**src/rtl/pic_pkg.sv**
```systemverilog
// Shared types and constants for the PIC-style decode sequencer.
package pic_pkg;

    localparam int unsigned KW   = 8;
    localparam int unsigned AOPW = 4;

    typedef enum logic [1:0] {
        CLS_BYTE   = 2'b00,
        CLS_BIT    = 2'b01,
        CLS_BRANCH = 2'b10,
        CLS_LIT    = 2'b11
    } cls_e;

    typedef enum logic [1:0] {
        Q1 = 2'd0,
        Q2 = 2'd1,
        Q3 = 2'd2,
        Q4 = 2'd3
    } phase_e;

    typedef enum logic [1:0] {
        SKIP_NONE = 2'd0,
        SKIP_ZERO = 2'd1,
        SKIP_BCLR = 2'd2,
        SKIP_BSET = 2'd3
    } skip_e;

    localparam logic [AOPW-1:0] ALU_MOVF  = 4'd0;
    localparam logic [AOPW-1:0] ALU_MOVWF = 4'd1;
    localparam logic [AOPW-1:0] ALU_ADD   = 4'd2;
    localparam logic [AOPW-1:0] ALU_SUB   = 4'd3;
    localparam logic [AOPW-1:0] ALU_AND   = 4'd4;
    localparam logic [AOPW-1:0] ALU_INC   = 4'd5;
    localparam logic [AOPW-1:0] ALU_DEC   = 4'd6;
    localparam logic [AOPW-1:0] ALU_XOR   = 4'd7;
    localparam logic [AOPW-1:0] ALU_RLF   = 4'd8;
    localparam logic [AOPW-1:0] ALU_CLR   = 4'd9;
    localparam logic [AOPW-1:0] ALU_IOR   = 4'd10;
    localparam logic [AOPW-1:0] ALU_SWAP  = 4'd11;
    localparam logic [AOPW-1:0] ALU_COM   = 4'd12;
    localparam logic [AOPW-1:0] ALU_BSF   = 4'd13;
    localparam logic [AOPW-1:0] ALU_BCF   = 4'd14;
    localparam logic [AOPW-1:0] ALU_RRF   = 4'd15;

    // Control decoded once per instruction and held for its whole cycle.
    typedef struct packed {
        logic [AOPW-1:0] alu_op;
        logic            d;
        logic            switch_a_m;
        logic            act_ram;
        logic            read_direction;
        logic            illegal;
        logic            writes;
        logic            is_branch;
        skip_e           skip;
    } dec_t;

    function automatic logic [AOPW-1:0] byte_alu_op(input logic [3:0] op);
        logic [AOPW-1:0] r;
        case (op)
            4'b0000: r = ALU_MOVWF;
            4'b0001: r = ALU_CLR;
            4'b0010: r = ALU_SUB;
            4'b0011: r = ALU_DEC;
            4'b0100: r = ALU_IOR;
            4'b0101: r = ALU_AND;
            4'b0110: r = ALU_XOR;
            4'b0111: r = ALU_ADD;
            4'b1000: r = ALU_MOVF;
            4'b1001: r = ALU_COM;
            4'b1010: r = ALU_INC;
            4'b1011: r = ALU_DEC;
            4'b1100: r = ALU_RRF;
            4'b1101: r = ALU_RLF;
            4'b1110: r = ALU_SWAP;
            default: r = ALU_INC;
        endcase
        return r;
    endfunction

endpackage

```
**src/rtl/pic_decode_seq_if.sv**
```systemverilog
// Core-side bundle of the decode sequencer: fetch/ALU status in, decode and strobes out.
interface pic_decode_seq_if #(
    parameter int unsigned FAW = 5
);
    localparam int unsigned IW = FAW + 7;

    logic            stall;
    logic [IW-1:0]   inst_in;
    logic            alu_zero;
    logic            f_bit;
    logic [1:0]      phase;
    logic [3:0]      alu_op;
    logic            d;
    logic            switch_a_m;
    logic            act_ram;
    logic            read_direction;
    logic [2:0]      bit_number;
    logic [FAW-1:0]  f_addr;
    logic [7:0]      literal;
    logic [IW-4:0]   pc_target;
    logic            write_en;
    logic            pc_inc;
    logic            pc_load;
    logic            squash;
    logic            illegal;

    modport master (
        output stall, inst_in, alu_zero, f_bit,
        input  phase, alu_op, d, switch_a_m, act_ram, read_direction, bit_number,
               f_addr, literal, pc_target, write_en, pc_inc, pc_load, squash, illegal
    );

    modport slave (
        input  stall, inst_in, alu_zero, f_bit,
        output phase, alu_op, d, switch_a_m, act_ram, read_direction, bit_number,
               f_addr, literal, pc_target, write_en, pc_inc, pc_load, squash, illegal
    );

endinterface

```
**src/rtl/q_phase_gen.sv**
```systemverilog
// Four-phase Q1..Q4 sequencer; holds while stalled, reset returns to Q1.
module q_phase_gen
    import pic_pkg::*;
(
    input  logic   clk,
    input  logic   rst,
    input  logic   stall,
    output phase_e phase
);

    phase_e state_q;
    phase_e state_d;

    always_ff @(posedge clk) begin
        if (rst) state_q <= Q1;
        else     state_q <= state_d;
    end

    always_comb begin
        state_d = state_q;
        if (!stall) begin
            unique case (state_q)
                Q1: state_d = Q2;
                Q2: state_d = Q3;
                Q3: state_d = Q4;
                Q4: state_d = Q1;
            endcase
        end
    end

    always_comb begin
        phase = state_q;
    end

endmodule

```
**src/rtl/pic_decode_seq.sv**
```systemverilog
// Registered instruction decoder with internal Q-phases, skip/branch squash,
// stall and illegal-opcode flagging.
module pic_decode_seq
    import pic_pkg::*;
#(
    parameter int unsigned FAW = 5
) (
    input logic clk,
    input logic rst,
    pic_decode_seq_if.slave bus
);

    localparam int unsigned IW = FAW + 7;

    phase_e         phase;
    dec_t           dec_c;
    dec_t           dec_q;
    logic [IW-4:0]  ir;            // operand bits of the IR; opcode bits are held decoded in dec_q
    logic           squash;
    logic           skip_pending;
    logic           lit_rsvd_c;
    logic           skip_hit_c;
    logic           live_c;
    logic           branch_go_c;

    q_phase_gen u_phase (
        .clk   (clk),
        .rst   (rst),
        .stall (bus.stall),
        .phase (phase)
    );

    // Literal class reserves every bit between the select field and K.
    assign lit_rsvd_c = |(inst_in_lo() >> KW);

    function automatic logic [IW-5:0] inst_in_lo();
        return bus.inst_in[IW-5:0];
    endfunction

    always_comb begin
        dec_c = '0;
        unique case (cls_e'(bus.inst_in[IW-1:IW-2]))
            CLS_BYTE: begin
                if (bus.inst_in != '0) begin
                    dec_c.alu_op     = byte_alu_op(bus.inst_in[IW-3:IW-6]);
                    dec_c.d          = bus.inst_in[IW-7];
                    dec_c.switch_a_m = 1'b1;
                    dec_c.act_ram    = 1'b1;
                    dec_c.writes     = 1'b1;
                    if (bus.inst_in[IW-3:IW-6] == 4'b1011 || bus.inst_in[IW-3:IW-6] == 4'b1111)
                        dec_c.skip = SKIP_ZERO;
                end
            end
            CLS_BIT: begin
                dec_c.switch_a_m = 1'b1;
                dec_c.act_ram    = 1'b1;
                unique case (bus.inst_in[IW-3:IW-4])
                    2'b00: begin dec_c.alu_op = ALU_BCF; dec_c.d = 1'b1; dec_c.writes = 1'b1; end
                    2'b01: begin dec_c.alu_op = ALU_BSF; dec_c.d = 1'b1; dec_c.writes = 1'b1; end
                    2'b10: dec_c.skip = SKIP_BCLR;
                    2'b11: dec_c.skip = SKIP_BSET;
                endcase
            end
            CLS_LIT: begin
                unique case (bus.inst_in[IW-3:IW-4])
                    2'b00: dec_c.alu_op = ALU_MOVF;
                    2'b01: dec_c.alu_op = ALU_IOR;
                    2'b10: dec_c.alu_op = ALU_AND;
                    2'b11: dec_c.alu_op = ALU_XOR;
                endcase
                dec_c.illegal = lit_rsvd_c;
                dec_c.writes  = ~lit_rsvd_c;
            end
            CLS_BRANCH: begin
                dec_c.read_direction = 1'b1;
                dec_c.is_branch      = 1'b1;
            end
        endcase
    end

    always_comb begin
        skip_hit_c = 1'b0;
        case (dec_q.skip)
            SKIP_ZERO: skip_hit_c = bus.alu_zero;
            SKIP_BCLR: skip_hit_c = ~bus.f_bit;
            SKIP_BSET: skip_hit_c = bus.f_bit;
            default:   skip_hit_c = 1'b0;
        endcase
    end

    // A squashed instruction can neither arm a skip nor redirect, so squashes never chain.
    always_ff @(posedge clk) begin
        if (rst) begin
            ir           <= '0;
            dec_q        <= '0;
            squash       <= 1'b1;
            skip_pending <= 1'b0;
        end else if (!bus.stall) begin
            if (phase == Q3 && !squash && skip_hit_c)
                skip_pending <= 1'b1;
            if (phase == Q4) begin
                ir           <= bus.inst_in[IW-4:0];
                dec_q        <= dec_c;
                squash       <= skip_pending | (dec_q.is_branch & ~squash);
                skip_pending <= 1'b0;
            end
        end
    end

    assign live_c      = ~rst & ~bus.stall;
    assign branch_go_c = dec_q.is_branch & ~squash;

    assign bus.write_en = live_c & (phase == Q3) & ~squash & dec_q.writes;
    assign bus.pc_inc   = live_c & (phase == Q4) & ~branch_go_c;
    assign bus.pc_load  = live_c & (phase == Q4) & branch_go_c;

    assign bus.phase          = phase;
    assign bus.alu_op         = dec_q.alu_op;
    assign bus.d              = dec_q.d;
    assign bus.switch_a_m     = dec_q.switch_a_m;
    assign bus.act_ram        = dec_q.act_ram;
    assign bus.read_direction = dec_q.read_direction;
    assign bus.illegal        = dec_q.illegal;
    assign bus.squash         = squash;
    assign bus.bit_number     = ir[IW-5:IW-7];
    assign bus.f_addr         = ir[FAW-1:0];
    assign bus.literal        = ir[KW-1:0];
    assign bus.pc_target      = ir;

endmodule

```
**src/flat_wrapper.sv**
```systemverilog
// flat-port wrapper written by rule: the top's interface ports become plain ports
module pic_decode_seq_flat import pic_pkg::*;
#(
    parameter int unsigned FAW = 5
)
  (clk, rst, bus_stall, bus_inst_in, bus_alu_zero, bus_f_bit, bus_phase, bus_alu_op, bus_d, bus_switch_a_m, bus_act_ram, bus_read_direction, bus_bit_number, bus_f_addr, bus_literal, bus_pc_target, bus_write_en, bus_pc_inc, bus_pc_load, bus_squash, bus_illegal);
  pic_decode_seq_if #(.FAW(FAW)) bus_i ();
  input logic clk;
  input logic rst;
  input wire logic [$bits(bus_i.stall)-1:0] bus_stall;
  input wire logic [$bits(bus_i.inst_in)-1:0] bus_inst_in;
  input wire logic [$bits(bus_i.alu_zero)-1:0] bus_alu_zero;
  input wire logic [$bits(bus_i.f_bit)-1:0] bus_f_bit;
  output wire logic [$bits(bus_i.phase)-1:0] bus_phase;
  output wire logic [$bits(bus_i.alu_op)-1:0] bus_alu_op;
  output wire logic [$bits(bus_i.d)-1:0] bus_d;
  output wire logic [$bits(bus_i.switch_a_m)-1:0] bus_switch_a_m;
  output wire logic [$bits(bus_i.act_ram)-1:0] bus_act_ram;
  output wire logic [$bits(bus_i.read_direction)-1:0] bus_read_direction;
  output wire logic [$bits(bus_i.bit_number)-1:0] bus_bit_number;
  output wire logic [$bits(bus_i.f_addr)-1:0] bus_f_addr;
  output wire logic [$bits(bus_i.literal)-1:0] bus_literal;
  output wire logic [$bits(bus_i.pc_target)-1:0] bus_pc_target;
  output wire logic [$bits(bus_i.write_en)-1:0] bus_write_en;
  output wire logic [$bits(bus_i.pc_inc)-1:0] bus_pc_inc;
  output wire logic [$bits(bus_i.pc_load)-1:0] bus_pc_load;
  output wire logic [$bits(bus_i.squash)-1:0] bus_squash;
  output wire logic [$bits(bus_i.illegal)-1:0] bus_illegal;
  assign bus_i.stall = bus_stall;
  assign bus_i.inst_in = bus_inst_in;
  assign bus_i.alu_zero = bus_alu_zero;
  assign bus_i.f_bit = bus_f_bit;
  assign bus_phase = bus_i.phase;
  assign bus_alu_op = bus_i.alu_op;
  assign bus_d = bus_i.d;
  assign bus_switch_a_m = bus_i.switch_a_m;
  assign bus_act_ram = bus_i.act_ram;
  assign bus_read_direction = bus_i.read_direction;
  assign bus_bit_number = bus_i.bit_number;
  assign bus_f_addr = bus_i.f_addr;
  assign bus_literal = bus_i.literal;
  assign bus_pc_target = bus_i.pc_target;
  assign bus_write_en = bus_i.write_en;
  assign bus_pc_inc = bus_i.pc_inc;
  assign bus_pc_load = bus_i.pc_load;
  assign bus_squash = bus_i.squash;
  assign bus_illegal = bus_i.illegal;
  pic_decode_seq #(.FAW(FAW)) u_core (.clk(clk), .rst(rst), .bus(bus_i));
endmodule
```
**config.mk**
```make
export PLATFORM = sky130hd
export DESIGN_NAME = pic_decode_seq_flat
export DESIGN_NICKNAME = d
export VERILOG_FILES = /design/src/rtl/pic_pkg.sv /design/src/rtl/pic_decode_seq_if.sv /design/src/rtl/q_phase_gen.sv /design/src/rtl/pic_decode_seq.sv /design/src/flat_wrapper.sv
export SDC_FILE = /design/constraint.sdc
export NUM_CORES = 1
export LEC_CHECK = 0
export ABC_AREA = 0
export CAP_MARGIN = 15
export CORE_UTILIZATION = 36
export DETAILED_ROUTE_END_ITERATION = 6
export GPL_TIMING_DRIVEN = 1
export HOLD_SLACK_MARGIN = 0.12
export PLACE_DENSITY = 0.79
export SKIP_LAST_GASP = 1
export SYNTH_ARGS = -nofsm -noshare
export SYNTH_HDL_FRONTEND = slang
export SYNTH_SLANG_ARGS = --single-unit
```
**constraint.sdc**
```tcl
create_clock -name clk -period 2.1 [get_ports clk]
set_input_delay 0.21 -clock clk [delete_from_list [all_inputs] [get_ports clk]]
set_output_delay 0.21 -clock clk [all_outputs]
set_load 0.02 [all_outputs]
```
-- Yosys cells after proc, flatten, opt, wreduce, memory -nomap -nowiden
Memory sizes are Yosys's and may differ from the RTL's.
Index checks and enable logic that the tools add are counted.
- register bits after elaboration: 24
- latch bits: 0
- memory bits (writable): 0
- ROM bits: 64
- input port bits: 17
- output and inout port bits: 40
- word-level logic and storage cells: 69
- memories kept: 1
- add/subtract/negate cells: 0
- multiply operators: 0
- divide/modulo/power cells: 0
- order comparisons: 0
- equality and inequality tests: 14
- shift-type cells: 0
- mux-type cells: 17
- bitwise logic cells: 14
- reduce and logical (&&, ||, !) cells: 12
- memories (memory ; words ; width ; read ports ; clocked after Yosys merged registers in ; write ports ; RTL line ; text):
    (name not given) ; 16 ; 4 ; 1 ; 0 ; 0 ; pic_pkg.sv:60 ; case (op)
- operator list (cell ; count):
    2-bit == test, second input constant ; 8
    4-bit one-hot mux with 4 select lines ; 1
    4-bit one-hot mux with 3 select lines ; 1
    12-bit nonzero test ; 1
    5-bit one-hot mux with 2 select lines ; 1
    1-bit AND ; 8
    2-bit by 1-bit == test with 1-bit output, second input constant ; 4
    4-bit == test, second input constant ; 2
    2-bit one-hot mux with 2 select lines ; 2
    2-bit one-hot mux with 4 select lines ; 1
    1-bit two-way mux ; 7
    7-bit two-way mux ; 1
    2-bit logical NOT ; 3
    1-bit one-hot mux with 3 select lines ; 2
    3-bit one-hot mux with 2 select lines ; 1
    1-bit inverter ; 5
    2-bit AND reduction ; 2
    1-bit logical AND ; 2
    2-bit nonzero test ; 1
    2-bit OR reduction ; 1
    1-bit logical NOT ; 1
    1-bit logical OR ; 1
    1-bit OR ; 1

-- Longest topological paths before layout
- word-level depth: 5
- gate-level depth with buffers: 6
- mapped depth without buffers: 6

-- By module
From an unflattened synthesis, not the netlist that was laid out.
- cell total of the unflattened synthesis: 150
- area total of the unflattened synthesis: 1376.3 µm²
- by module, submodules not included (module ; instances ; cells an instance ; area each (µm²) ; seq. area each (µm²)):
    pic_decode_seq ; 1 ; 140 ; 1277.5 ; 420.4
    q_phase_gen ; 1 ; 10 ; 98.8 ; 40.0

-- Worst setup path before layout
Ideal clock, no wire load.
- kind: flip-flop to flip-flop
- from: register u_core.u_phase.state_q[1] (netlist: u_core.u_phase.phase[1])
- to: register u_core.dec_q, in the netlist u_core.bus.alu_op[0]
- data arrival time: 1.544 ns
- required time: 1.978 ns
- path slack: 0.434 ns
- cell stages (with the launch flop): 6
- path buffers: 0
- cells stage by stage: dfxtp_1 -> ha_1 -> nor2b_1 -> nor2_1 -> and2_1 -> a221o_2
- longest elaborated chain between the ends: 2
- ends and longest elaborated chain (what ; RTL line ; text):
    from (decl) ; q_phase_gen.sv:11 ; phase_e state_q;
    from (signal assigned) ; q_phase_gen.sv:16 ; else state_q <= state_d;
    2-bit == test ; pic_decode_seq.sv:101 ; if (phase == Q4) begin
    2-bit AND reduction (no line) ; - ;
    to (signal assigned) ; pic_decode_seq.sv:95 ; dec_q <= '0;
    to (signal assigned) ; pic_decode_seq.sv:103 ; dec_q <= dec_c;
    to (decl) ; pic_decode_seq.sv:17 ; dec_t dec_q;
Every way passes these cells.
A chain may end at the register's enable or synchronous reset.

-- Worst setup path in the final report
- from: input bus_stall
- to: output bus_write_en
- longest elaborated chain between the ends: 5
- ends and longest elaborated chain (what ; RTL line ; text):
    from (decl) ; flat_wrapper.sv:10 ; input wire logic [$bits(bus_i.stall)-1:0] bus_stall;
    1-bit inverter (no line) ; - ;
    1-bit AND ; pic_decode_seq.sv:110 ; assign live_c = ~rst & ~bus.stall;
    1-bit AND (3 in a row) ; pic_decode_seq.sv:113 ; assign bus.write_en = live_c & (phase == Q3) & ~squash & dec_q.writes;
    to (decl) ; flat_wrapper.sv:24 ; output wire logic [$bits(bus_i.write_en)-1:0] bus_write_en;
Every way passes these cells.

==> results.txt <==
- Number of iterations in the first detailed-routing pass: 4
- Antenna fix cells: 0
* Total of flip-flops plus latches after synthesis: 23
* FILL cells: around 350
* Clock latency on the worst-skew pair: 260 ps
- STA puts the critical path data required time at around 1900 ps.
* Highest clock rate: 519 MHz
* Number of buffers inserted during clock tree synthesis: 3
* Final cycle utilization of the critical path: 91.8%
* Final setup violating endpoints: 0
- Counting stages on the worst path, the most repeated cell is sky130_fd_sc_hd__clkdlybuf4s50_1.
- Post-synthesis area per instance: 9.31 um2
- HPWL after detailed placement: 2370 um
* Worst Setup Start Kind: input pin
* Highest Signal Layer: met4
- Overall die width: 64.1 um
- Counting both buffers and inverters, the worst setup path holds a total of 2.
* Number of sinks handled by clock tree synthesis: 23
* Number of unique standard cell types used by synthesis: 36
* Standard-cell rows: 22
* Final hold violation count: 0
- Vias after detailed routing: roughly 1200
- After global routing the overflow that remains totals 0.
- Post-CTS Setup Inserts: 0
* M1 WL: ~1400 um
- Traced cell by cell, the critical path runs through clkdlybuf4s50_1 > nor2_1 > and4b_1 > clkdlybuf4s50_1.
- The slowest stage of the critical path is the sky130_fd_sc_hd__clkdlybuf4s50_1 cell.
* Peak per-stage delay on the critical path: 610 ps
- Vertical extent of the die: 64.1 um
- Measured against its own limit, the worst slew margin works out to 45.2%.
- The die covers 0.00411 mm2.
- The clock passes through at most 2 buffers.
* Number of pins exceeding their max-slew limit in the final report: 0
- Cell Area, Synth: 0.00139 mm2
* Number of remaining DRC errors: 0
- In this run the worst hold path is classified as flip-flop to flip-flop.
* Vias in the first global route: 1041
- In this run the static leakage power is roughly 0.81 nW.
- Antenna violations before repair: 0
- Metal2 WL: 1320 um
- After clock tree synthesis, the clock-pin slew on the worst setup and hold paths is 80 ps.
- Portion of the post-synthesis area used by sequential elements: around a third
- Pre-CTS setup slack: -52.5 ps
- Detailed Route WL: 2980 um
- In this run the power density over the cells is roughly 460 mW/mm2.
* Worst Setup End Kind: primary output
- Setup repair after global routing left no endpoint under its margin.
* TritonCTS clock tree: done
- Mapped Nets: 176
- Final critical-path setup slack: 172 ps
- Skew final: 3.08 ps
* Worst path arrival time: ~1700 ps
* Number of instances in the synthesized netlist: about 150
- The worst-case IR drop observed on VDD is 294 uV.
- Count of synthesis-stage warnings from yosys: 0
- The tree is rooted in a sky130_fd_sc_hd__clkbuf_8.
- Entering global routing, the biggest net connects 14 pins.
- 57 I/O pins were placed.
- The run finished with clean final reports.
- In this run the number of H-tree levels came out at 1.
* Total core area: 0.00369 mm2
- After detailed routing, the number of vias per cell comes to 4.81.
- Total routing usage reported by global routing: 14.9%
* Min cycle time layout: 1930 ps
- Met3 WL post-DR: 205 um
* Hold buffer count at cts: 0
- Initial Utilization: 37.6%
* Max Cap Violations: 0
* Post-DR wirelength/cell: between 10 and 15 um
- The count of buffers added on input and output ports is 55.
* Gpl congestion: 0.817
- Final net count: 223
- Top cell family by delay on the critical path: buffers and inverters
- Global-route wire length before repair: 4780 um
- Of the cells placed in the final design, the portion with a size suffix greater than 1 is about 15%.
- Type of the worst setup path: input pin to primary output
- The detail route stage leaves a number of antenna-violating nets equal to 0.
* Layout overhead on the synthesized area: 40.6%
- Iteration-0 DRC Markers: 46
- Slew of the pin with the lowest slew margin: approximately 820 ps
* Overall power of the completed layout: 0.000899 W
* Maximum fanout encountered on the critical timing path: 5
[metrics by stage]
stage	cell area [um2]	cells	setup TNS, ps	hold slack, ps	utilization, %
CTS	1950	243	0	466	52.8
global route	1950	243	0	488	52.9
floorplan	1390	149	0	343	-
global placement	1900	239	-7.77	440	51.6
detailed placement	1900	239	-52.5	451	51.6
finish	1950	243	0	465	52.9
[logic make-up after synthesis]
kind of cell | share of synthesized area, %
buffers and inverters | 17.6
other | 0.270
and+or+nand+nor | 16.1
muxes | 5.32
xor gates and xnor gates | 1.89
DFF | 33.2
adders and majority gates | 9.02
AOI/OAI and AO/OA | 16.6
[synthesized netlist by cell type, drive strengths merged]
cell type,count,share of area [%]
a211o,1,0.72
a211oi,2,1.1
a21oi,4,1.4
a221o,5,4.1
a22o,7,4.4
a31oi,2,0.90
a32o,3,2.2
and2,2,0.90
and3b,1,0.63
and4b,1,0.72
buf,28,15
clkbuf,1,0.27
conb,1,0.27
dfxtp,23,33
ha,10,9.0
inv,8,2.2
mux2,1,0.81
mux2i,4,2.9
mux4,1,1.6
nand2,7,1.9
nand2b,1,0.45
nand4b,1,0.63
nor2,13,4.1
nor2b,2,0.90
nor3,6,2.2
nor3b,2,1.4
nor4,1,0.45
nor4b,1,0.63
o21ai,5,1.8
or2,1,0.45
or3b,1,0.81
xor2,3,1.9
[layer usage]
layer	GRT usage (%)	vias up
li1	-	590
met1	20.3	523
met2	23.0	52
met3	3.21	5
met4	5.11	0
met5	0	-
[report_power, final]
part	switching, W	internal (W)	total, W	leakage [nW]
combinational	0.0000820	0.0000906	0.000173	0.597
sequential	0.00000653	0.000443	0.000449	0.186
clock	0.000141	0.000135	0.000277	0.0228
total	0.000230	0.000669	0.000899	0.805
[timing repair]
| item | 4_1_cts | 5_1_grt |
|---|---|---|
| pin swaps | 0 | 0 |
| resized for setup | 1 | 1 |
| setup endpoints to repair | 1 | 1 |
[worst paths after layout]
kind | from | end | slack, ps | depth (start not counted)
max | bus_stall | bus_write_en | 170 | 4
min | u_core.bus.act_ram | u_core.bus.act_ram | 460 | 2
max reg2reg | u_core.u_phase.phase[1] | u_core.bus.alu_op[3] | 270 | 6
min reg2reg | u_core.bus.act_ram | u_core.bus.act_ram | 460 | 2
[placed cells by master, fill, tap and decap left out, drive strengths merged, types with 2 or more instances in the layout]
cell	netlist	routed
mux2i	4	4
a22o	7	7
nor2	13	13
nor2b	2	2
dfxtp	23	23
buf	28	16
inv	8	8
a21oi	4	4
nor3	6	6
a31oi	2	2
and2	2	2
clkbuf	1	4
a211oi	2	2
nand2	7	7
clkdlybuf4s50	0	53
o21ai	5	5
xor2	3	3
ha	10	10
a221o	5	5
nor3b	2	2
a32o	3	3
[sequential cells by signal (all words and copies together) (netlist names)]
register and count:
u_core.bus.alu_op 4, u_core.bus.squash 1, u_core.dec_q 3, u_core.bus.read_direction 1, u_core.bus.d 1, u_core.bus.pc_target 9
u_core.u_phase.phase 2, u_core.skip_pending 1, u_core.bus.act_ram 1
[area by class of cell]
cell class	count	area [um2]	share of cell area (%)
Tap cell	48	60.1	3.08
Multi-Input combinational cell	89	683	35.0
Inverter	8	30.0	1.54
Sequential cell	23	460	23.6
Clock buffer	4	45.0	2.31
Timing Repair Buffer	71	672	34.4
[worst min-delay path, delay by kind of cell, from the launching register on]
| kind | cells | cell delay, ps |
|---|---|---|
| DFF | 1 | 330 |
| and+or+nand+nor | 2 | 100 |
No activity file was read; power rests on OpenSTA's default activity.
